`config.mk`:
```
export PLATFORM = sky130hd
export DESIGN_NAME = ws2812_rx
export DESIGN_NICKNAME = d
export VERILOG_FILES = /design/src/rtl/ws2812_pkg.sv /design/src/rtl/ws2812_sync2.sv /design/src/rtl/ws2812_rx.sv
export SDC_FILE = /design/constraint.sdc
export NUM_CORES = 1
export LEC_CHECK = 0
export BUFFER_PORTS_ARGS = -buffer_cell sky130_fd_sc_hd__buf_2
export CORE_MARGIN = 3
export CORE_UTILIZATION = 50
export CTS_CLUSTER_DIAMETER = 150
export DETAILED_ROUTE_END_ITERATION = 8
export GPL_TIMING_DRIVEN = 0
export PLACE_DENSITY = 0.8
export RECOVER_POWER = 100
export SLEW_MARGIN = 10
export SYNTH_ARGS = -nofsm -noshare
export SYNTH_HDL_FRONTEND = slang
export SYNTH_SLANG_ARGS = --single-unit
```
`constraint.sdc`:
```
create_clock -name wb_clk_i -period 3.4 [get_ports wb_clk_i]
set_input_delay 1.02 -clock wb_clk_i [delete_from_list [all_inputs] [get_ports wb_clk_i]]
set_output_delay 1.02 -clock wb_clk_i [all_outputs]
set_load 0.02 [all_outputs]
```
`src/rtl/ws2812_pkg.sv`:
```
// Shared WS2812 definitions: receiver state encoding and word geometry.
package ws2812_pkg;
  localparam int WORD_BITS = 24;

  typedef enum logic [1:0] {
    SYNC    = 2'd0,
    CAPTURE = 2'd1,
    FORWARD = 2'd2
  } rx_state_e;
endpackage

```
`src/rtl/ws2812_sync2.sv`:
```
// Two-flop synchronizer bringing the asynchronous WS2812 line into the clock domain.
module ws2812_sync2 (
  input  logic clk_i,
  input  logic rst_i,
  input  logic d_i,
  output logic q_o
);
  logic meta_q, sync_q;

  always_ff @(posedge clk_i or posedge rst_i) begin
    if (rst_i) begin
      meta_q <= 1'b0;
      sync_q <= 1'b0;
    end else begin
      meta_q <= d_i;
      sync_q <= meta_q;
    end
  end

  assign q_o = sync_q;
endmodule

```
`src/rtl/ws2812_rx.sv`:
```
// WS2812 receiver: decodes the first 24-bit word of each frame, forwards the rest.
module ws2812_rx
  import ws2812_pkg::*;
#(
  parameter int THRESH_CYCLES   = 6,
  parameter int RESET_CYCLES    = 500,
  parameter int MAX_HIGH_CYCLES = 12
) (
  input  logic                 wb_clk_i,
  input  logic                 wb_rst_i,
  input  logic                 din,
  output logic                 dout,
  output logic [WORD_BITS-1:0] rgb_data,
  output logic                 rgb_valid,
  input  logic                 rgb_ready,
  output logic                 latch,
  output logic                 frame_err,
  output logic                 overrun
);
  // High counter saturates one past the limit so an over-long pulse is observable.
  localparam int HW = $clog2(MAX_HIGH_CYCLES + 2);
  localparam int LW = $clog2(RESET_CYCLES + 1);
  localparam logic [HW-1:0] HIGH_LIM = HW'(MAX_HIGH_CYCLES + 1);
  localparam logic [LW-1:0] LOW_LIM  = LW'(RESET_CYCLES);

  rx_state_e            state_q;
  logic                 din_s, din_s_q;
  logic [HW-1:0]        high_q, high_d;
  logic [LW-1:0]        low_q, low_d;
  logic [4:0]           bit_cnt_q;
  logic [WORD_BITS-1:0] shift_q, word_nxt, rgb_data_q;
  logic                 rgb_valid_q, latch_q, ferr_q, overrun_q, dout_q;
  logic                 fall, bit_val, too_long, gap, word_done;

  ws2812_sync2 u_sync (
    .clk_i (wb_clk_i),
    .rst_i (wb_rst_i),
    .d_i   (din),
    .q_o   (din_s)
  );

  assign fall      = din_s_q & ~din_s;
  assign bit_val   = (high_q >= HW'(THRESH_CYCLES));
  assign too_long  = din_s && (high_q == HW'(MAX_HIGH_CYCLES));
  assign gap       = !din_s && (low_q == LW'(RESET_CYCLES - 1));
  assign high_d    = !din_s ? '0 : (high_q == HIGH_LIM) ? high_q : high_q + 1'b1;
  assign low_d     = din_s ? '0 : (low_q == LOW_LIM) ? low_q : low_q + 1'b1;
  assign word_nxt  = {shift_q[WORD_BITS-2:0], bit_val};
  assign word_done = (state_q == CAPTURE) && fall && (bit_cnt_q == 5'(WORD_BITS - 1));

  always_ff @(posedge wb_clk_i or posedge wb_rst_i) begin
    if (wb_rst_i) begin
      state_q     <= SYNC;
      din_s_q     <= 1'b0;
      high_q      <= '0;
      low_q       <= '0;
      bit_cnt_q   <= '0;
      shift_q     <= '0;
      rgb_data_q  <= '0;
      rgb_valid_q <= 1'b0;
      latch_q     <= 1'b0;
      ferr_q      <= 1'b0;
      overrun_q   <= 1'b0;
      dout_q      <= 1'b0;
    end else begin
      din_s_q <= din_s;
      high_q  <= high_d;
      low_q   <= low_d;
      latch_q <= 1'b0;
      ferr_q  <= 1'b0;
      dout_q  <= (state_q == FORWARD) && din_s;

      case (state_q)
        SYNC: begin
          if (gap) begin
            state_q   <= CAPTURE;
            bit_cnt_q <= '0;
          end
        end
        CAPTURE: begin
          if (too_long) begin
            ferr_q    <= 1'b1;
            bit_cnt_q <= '0;
            state_q   <= SYNC;
          end else if (fall) begin
            shift_q <= word_nxt;
            if (word_done) begin
              bit_cnt_q <= 5'(WORD_BITS);
              state_q   <= FORWARD;
            end else begin
              bit_cnt_q <= bit_cnt_q + 1'b1;
            end
          end else if (gap) begin
            // A gap after a partial word is malformed; an empty frame is benign.
            if (bit_cnt_q != '0) ferr_q <= 1'b1;
            bit_cnt_q <= '0;
          end
        end
        FORWARD: begin
          if (too_long) begin
            ferr_q    <= 1'b1;
            bit_cnt_q <= '0;
            state_q   <= SYNC;
          end else if (gap) begin
            latch_q   <= 1'b1;
            bit_cnt_q <= '0;
            state_q   <= CAPTURE;
          end
        end
        default: state_q <= SYNC;
      endcase

      // Output slot: a word arriving while the old one is still unread is lost.
      if (word_done) begin
        if (!rgb_valid_q || rgb_ready) begin
          rgb_data_q  <= word_nxt;
          rgb_valid_q <= 1'b1;
        end else begin
          overrun_q <= 1'b1;
        end
      end else if (rgb_valid_q && rgb_ready) begin
        rgb_valid_q <= 1'b0;
      end
    end
  end

  assign dout      = dout_q;
  assign rgb_data  = rgb_data_q;
  assign rgb_valid = rgb_valid_q;
  assign latch     = latch_q;
  assign frame_err = ferr_q;
  assign overrun   = overrun_q;
endmodule

```
==> results.sh <==
export IMPL_outcome="complete, no violations"
export IMPL_cts_sinks=75
export IMPL_worstHoldPathType="register to register"
export IMPL_drt_wl_total_um=5690
export IMPL_ys_ff_latch=75
export IMPL_drc=0
export IMPL_vdd_drop_max_v=0.000404
export IMPL_postRouteAntennaNets=0
export IMPL_drive_gt1_share_pct=16.8
export IMPL_hold_start="u_sync.meta_q"
export IMPL_start_util_pct=52.4
export IMPL_clk_latency_ns=0.34
export IMPL_grt_pass1_vias=2119
export IMPL_start_kind="register"
export IMPL_holdPathEnd="u_sync.q_o"
export IMPL_syn_instance_count=260
export IMPL_groute_usage_overall_pct=16.1
export IMPL_die_area_um2=7760
export IMPL_dp_slack_ns=1.22
export IMPL_ys_types=43
export IMPL_drt_iter0_markers=95
export IMPL_insertedDiodeCount=0
export IMPL_finalCritPeriodShare_pct=69.3
export IMPL_synth_edff_count=0
export IMPL_yosysTopAreaCellShare_pct=55.7
export IMPL_worst_r2r_endpoint="rgb_data[20]"
export IMPL_syn_area_per_cell_um2=13.0
export IMPL_rsz0062_at_grt="no"
export IMPL_worst_pin_slew_ns=0.900
export IMPL_pwr_density_cell_nw_per_um2=428
export IMPL_max_freq_mhz=424
export IMPL_r2r_cells=6
export IMPL_grt_first_pass_wirelength_um=9800
export IMPL_synth_area_leaders="dfrtp_1 (56%), mux2_2 (9.0%), mux2_4 (8.0%)"
export IMPL_grt_ovfl_total=0
export IMPL_fin_nets=320
export IMPL_dieWidth_um=88.1
export IMPL_cp_end_kind="register"
export IMPL_synth_seq_area_share_pct=55.7
export IMPL_ctsRootBufferMaster="clkbuf_8"
export IMPL_r2r_setup_slack_ns=1.04
export IMPL_yosys_warnings=0
export IMPL_area_growth_pct=10.0
export IMPL_portBuffers=32
export IMPL_syn_area_um2=3370
export IMPL_critPathMaxFanout=10
export IMPL_die_h_um=88.1
export IMPL_vias_per_cell=5.51
export IMPL_r2r_start="state_q[1]"
export IMPL_gp_routability_congestion=0.918
export IMPL_clk_pin_slew_worst_paths_ns=0.08
export IMPL_final_area_um2=3710
export IMPL_firstDrtPassIters=4
export IMPL_netlist_top_cells_count="dfrtp_1 (75), mux2_2 (27), mux2_4 (18)"
export IMPL_yosys_area_top_type="dfrtp_1"
export IMPL_wire_per_inst_um=14.7
export IMPL_crit_required_ns=3.62
export IMPL_power_leakage_uw=0.00180
export IMPL_setup_viol_count_final=0
export IMPL_postCtsSetupRepairBufs=0
export IMPL_htreeDepth=3
export IMPL_post_cts_resized=0
export IMPL_synth_most_common_cell="dfrtp_1"
export IMPL_rows=29
export IMPL_syn_nets=276
export IMPL_fin_worst_skew_ns=0.00741
export IMPL_grt_max_degree=59
export IMPL_core_area_um2=6420
export IMPL_timing_final_ws_setup_ns=1.04
export IMPL_instances_no_fill=386
export IMPL_cts_tree="built"
export IMPL_layout_min_cycle_time_ns=2.36
export IMPL_maxCapViolCount=0
export IMPL_io_pins=33
export IMPL_numCtsBuffers=9
export IMPL_drv_slew=0
export IMPL_max_slew_margin_rel_pct=39.6
export IMPL_worstSetupPathType="register to register"
export IMPL_hold_depth=0
export IMPL_clock_path_buffers=2
export IMPL_dpl_hpwl_um=4120
export IMPL_setup_tns_ns=0
export IMPL_vias=2128
export IMPL_holdBufCountCts=0
export IMPL_ys_flop_type="dfrtp_1"
export IMPL_critPathArrivalTime_ns=2.57
export IMPL_dpl_instance_area_um2=3650
export IMPL_async_flop_share_pct=100
export IMPL_nFillCells=550
export IMPL_dp_cells=370
export IMPL_finalHoldViolCount=0
export IMPL_grt_antenna_before_repair=0
==> power breakdown <==
group	switching, uW	total [uW]	internal, uW
Combinational	32.9	49.2	16.4
Clock	322	627	306
Sequential	10.5	909	899
==> flip-flops by register name, indices dropped and copies added, names as in the netlist <==
| name | count |
|---|---|
| latch | 1 |
| high_q | 4 |
| overrun | 1 |
| u_sync.q_o | 1 |
| shift_q | 23 |
| frame_err | 1 |
| rgb_data | 24 |
| low_q | 9 |
| u_sync.meta_q | 1 |
| din_s_q | 1 |
| state_q | 2 |
| bit_cnt_q | 5 |
| rgb_valid | 1 |
| dout | 1 |
==> worst max-delay path: stages (launching register included) <==
cell and delay, ns:
dfrtp_1 0.40, inv_1 0.11, ha_1 0.15, clkbuf_1 0.29
nand4_1 0.46, clkbuf_1 0.42, mux2_1 0.40
==> area by class of cell <==
type                       count  area, um^2  share of cell area, %
buffer                         8        31.3                  0.844
timing repair buffer          33         151                   4.09
clock buffer                  11         151                   4.09
multi-input combinational    163        1310                   35.3
sequential                    75        1880                   50.6
clock inverter                 5        36.3                  0.979
tap                           77        96.3                   2.60
inverter                      14        53.8                   1.45
==> cell families after synthesis <==
kind of cell | synth area share (%)
xor+xnor | 1.56
buf+inv | 3.08
mux | 17.9
fa+ha+maj | 4.46
compound gates | 6.98
flops | 55.7
simple gates | 10.3
==> worst max-delay path by stage <==
stage	startpoint	to	slack, ns	cells past startpoint
after detailed placement	rgb_ready	rgb_data[19]	1.22	5
after CTS	state_q[1]	bit_cnt_q[0]	1.42	7
after floorplan	wb_rst_i	bit_cnt_q[0]	0.47	1
after global placement	wb_rst_i	u_sync.meta_q	-0.31	2
final	state_q[1]	rgb_data[20]	1.04	6
after global routing	state_q[1]	rgb_data[18]	0.78	6
==> metal layers <==
layer  up-vias  GRT usage [%]  part of all wire [%]
met3         6           5.83                   4.2
met4         0           3.30                   1.0
met2        46           25.8                    50
li1       1019              -                     -
met5         -              0                     0
met1      1057           21.4                    45
==> placed cells by master (no fill, tap or decap), drive strengths merged, types with 2 or more instances in the layout <==
master	synthesis	layout
nand3	8	8
nand2	8	8
buf	7	5
nor3	3	3
a211oi	2	2
dfrtp	75	75
xnor2	3	3
and3	5	5
a31oi	5	5
nand2b	2	2
mux2i	3	3
o21a	3	3
o21ai	9	9
xor2	3	3
and4	2	2
clkbuf	1	47
a21oi	6	6
a221o	2	2
mux2	45	45
inv	14	14
nand4	7	7
nor2	17	17
clkinvlp	0	4
ha	12	12
o211ai	3	3
==> per-stage QoR <==
| step | hold WS [ns] | util, % | total power (uW) |
|---|---|---|---|
| global placement | 0.336 | 56.4 | 971 |
| finish | 0.353 | 57.7 | 1590 |
| CTS | 0.354 | 59.8 | 1610 |
| detailed placement | 0.335 | 56.9 | 978 |
| floorplan | 0.331 | - | 959 |
| global route | 0.379 | 57.7 | 1660 |
(Power assumes the default switching activity.)
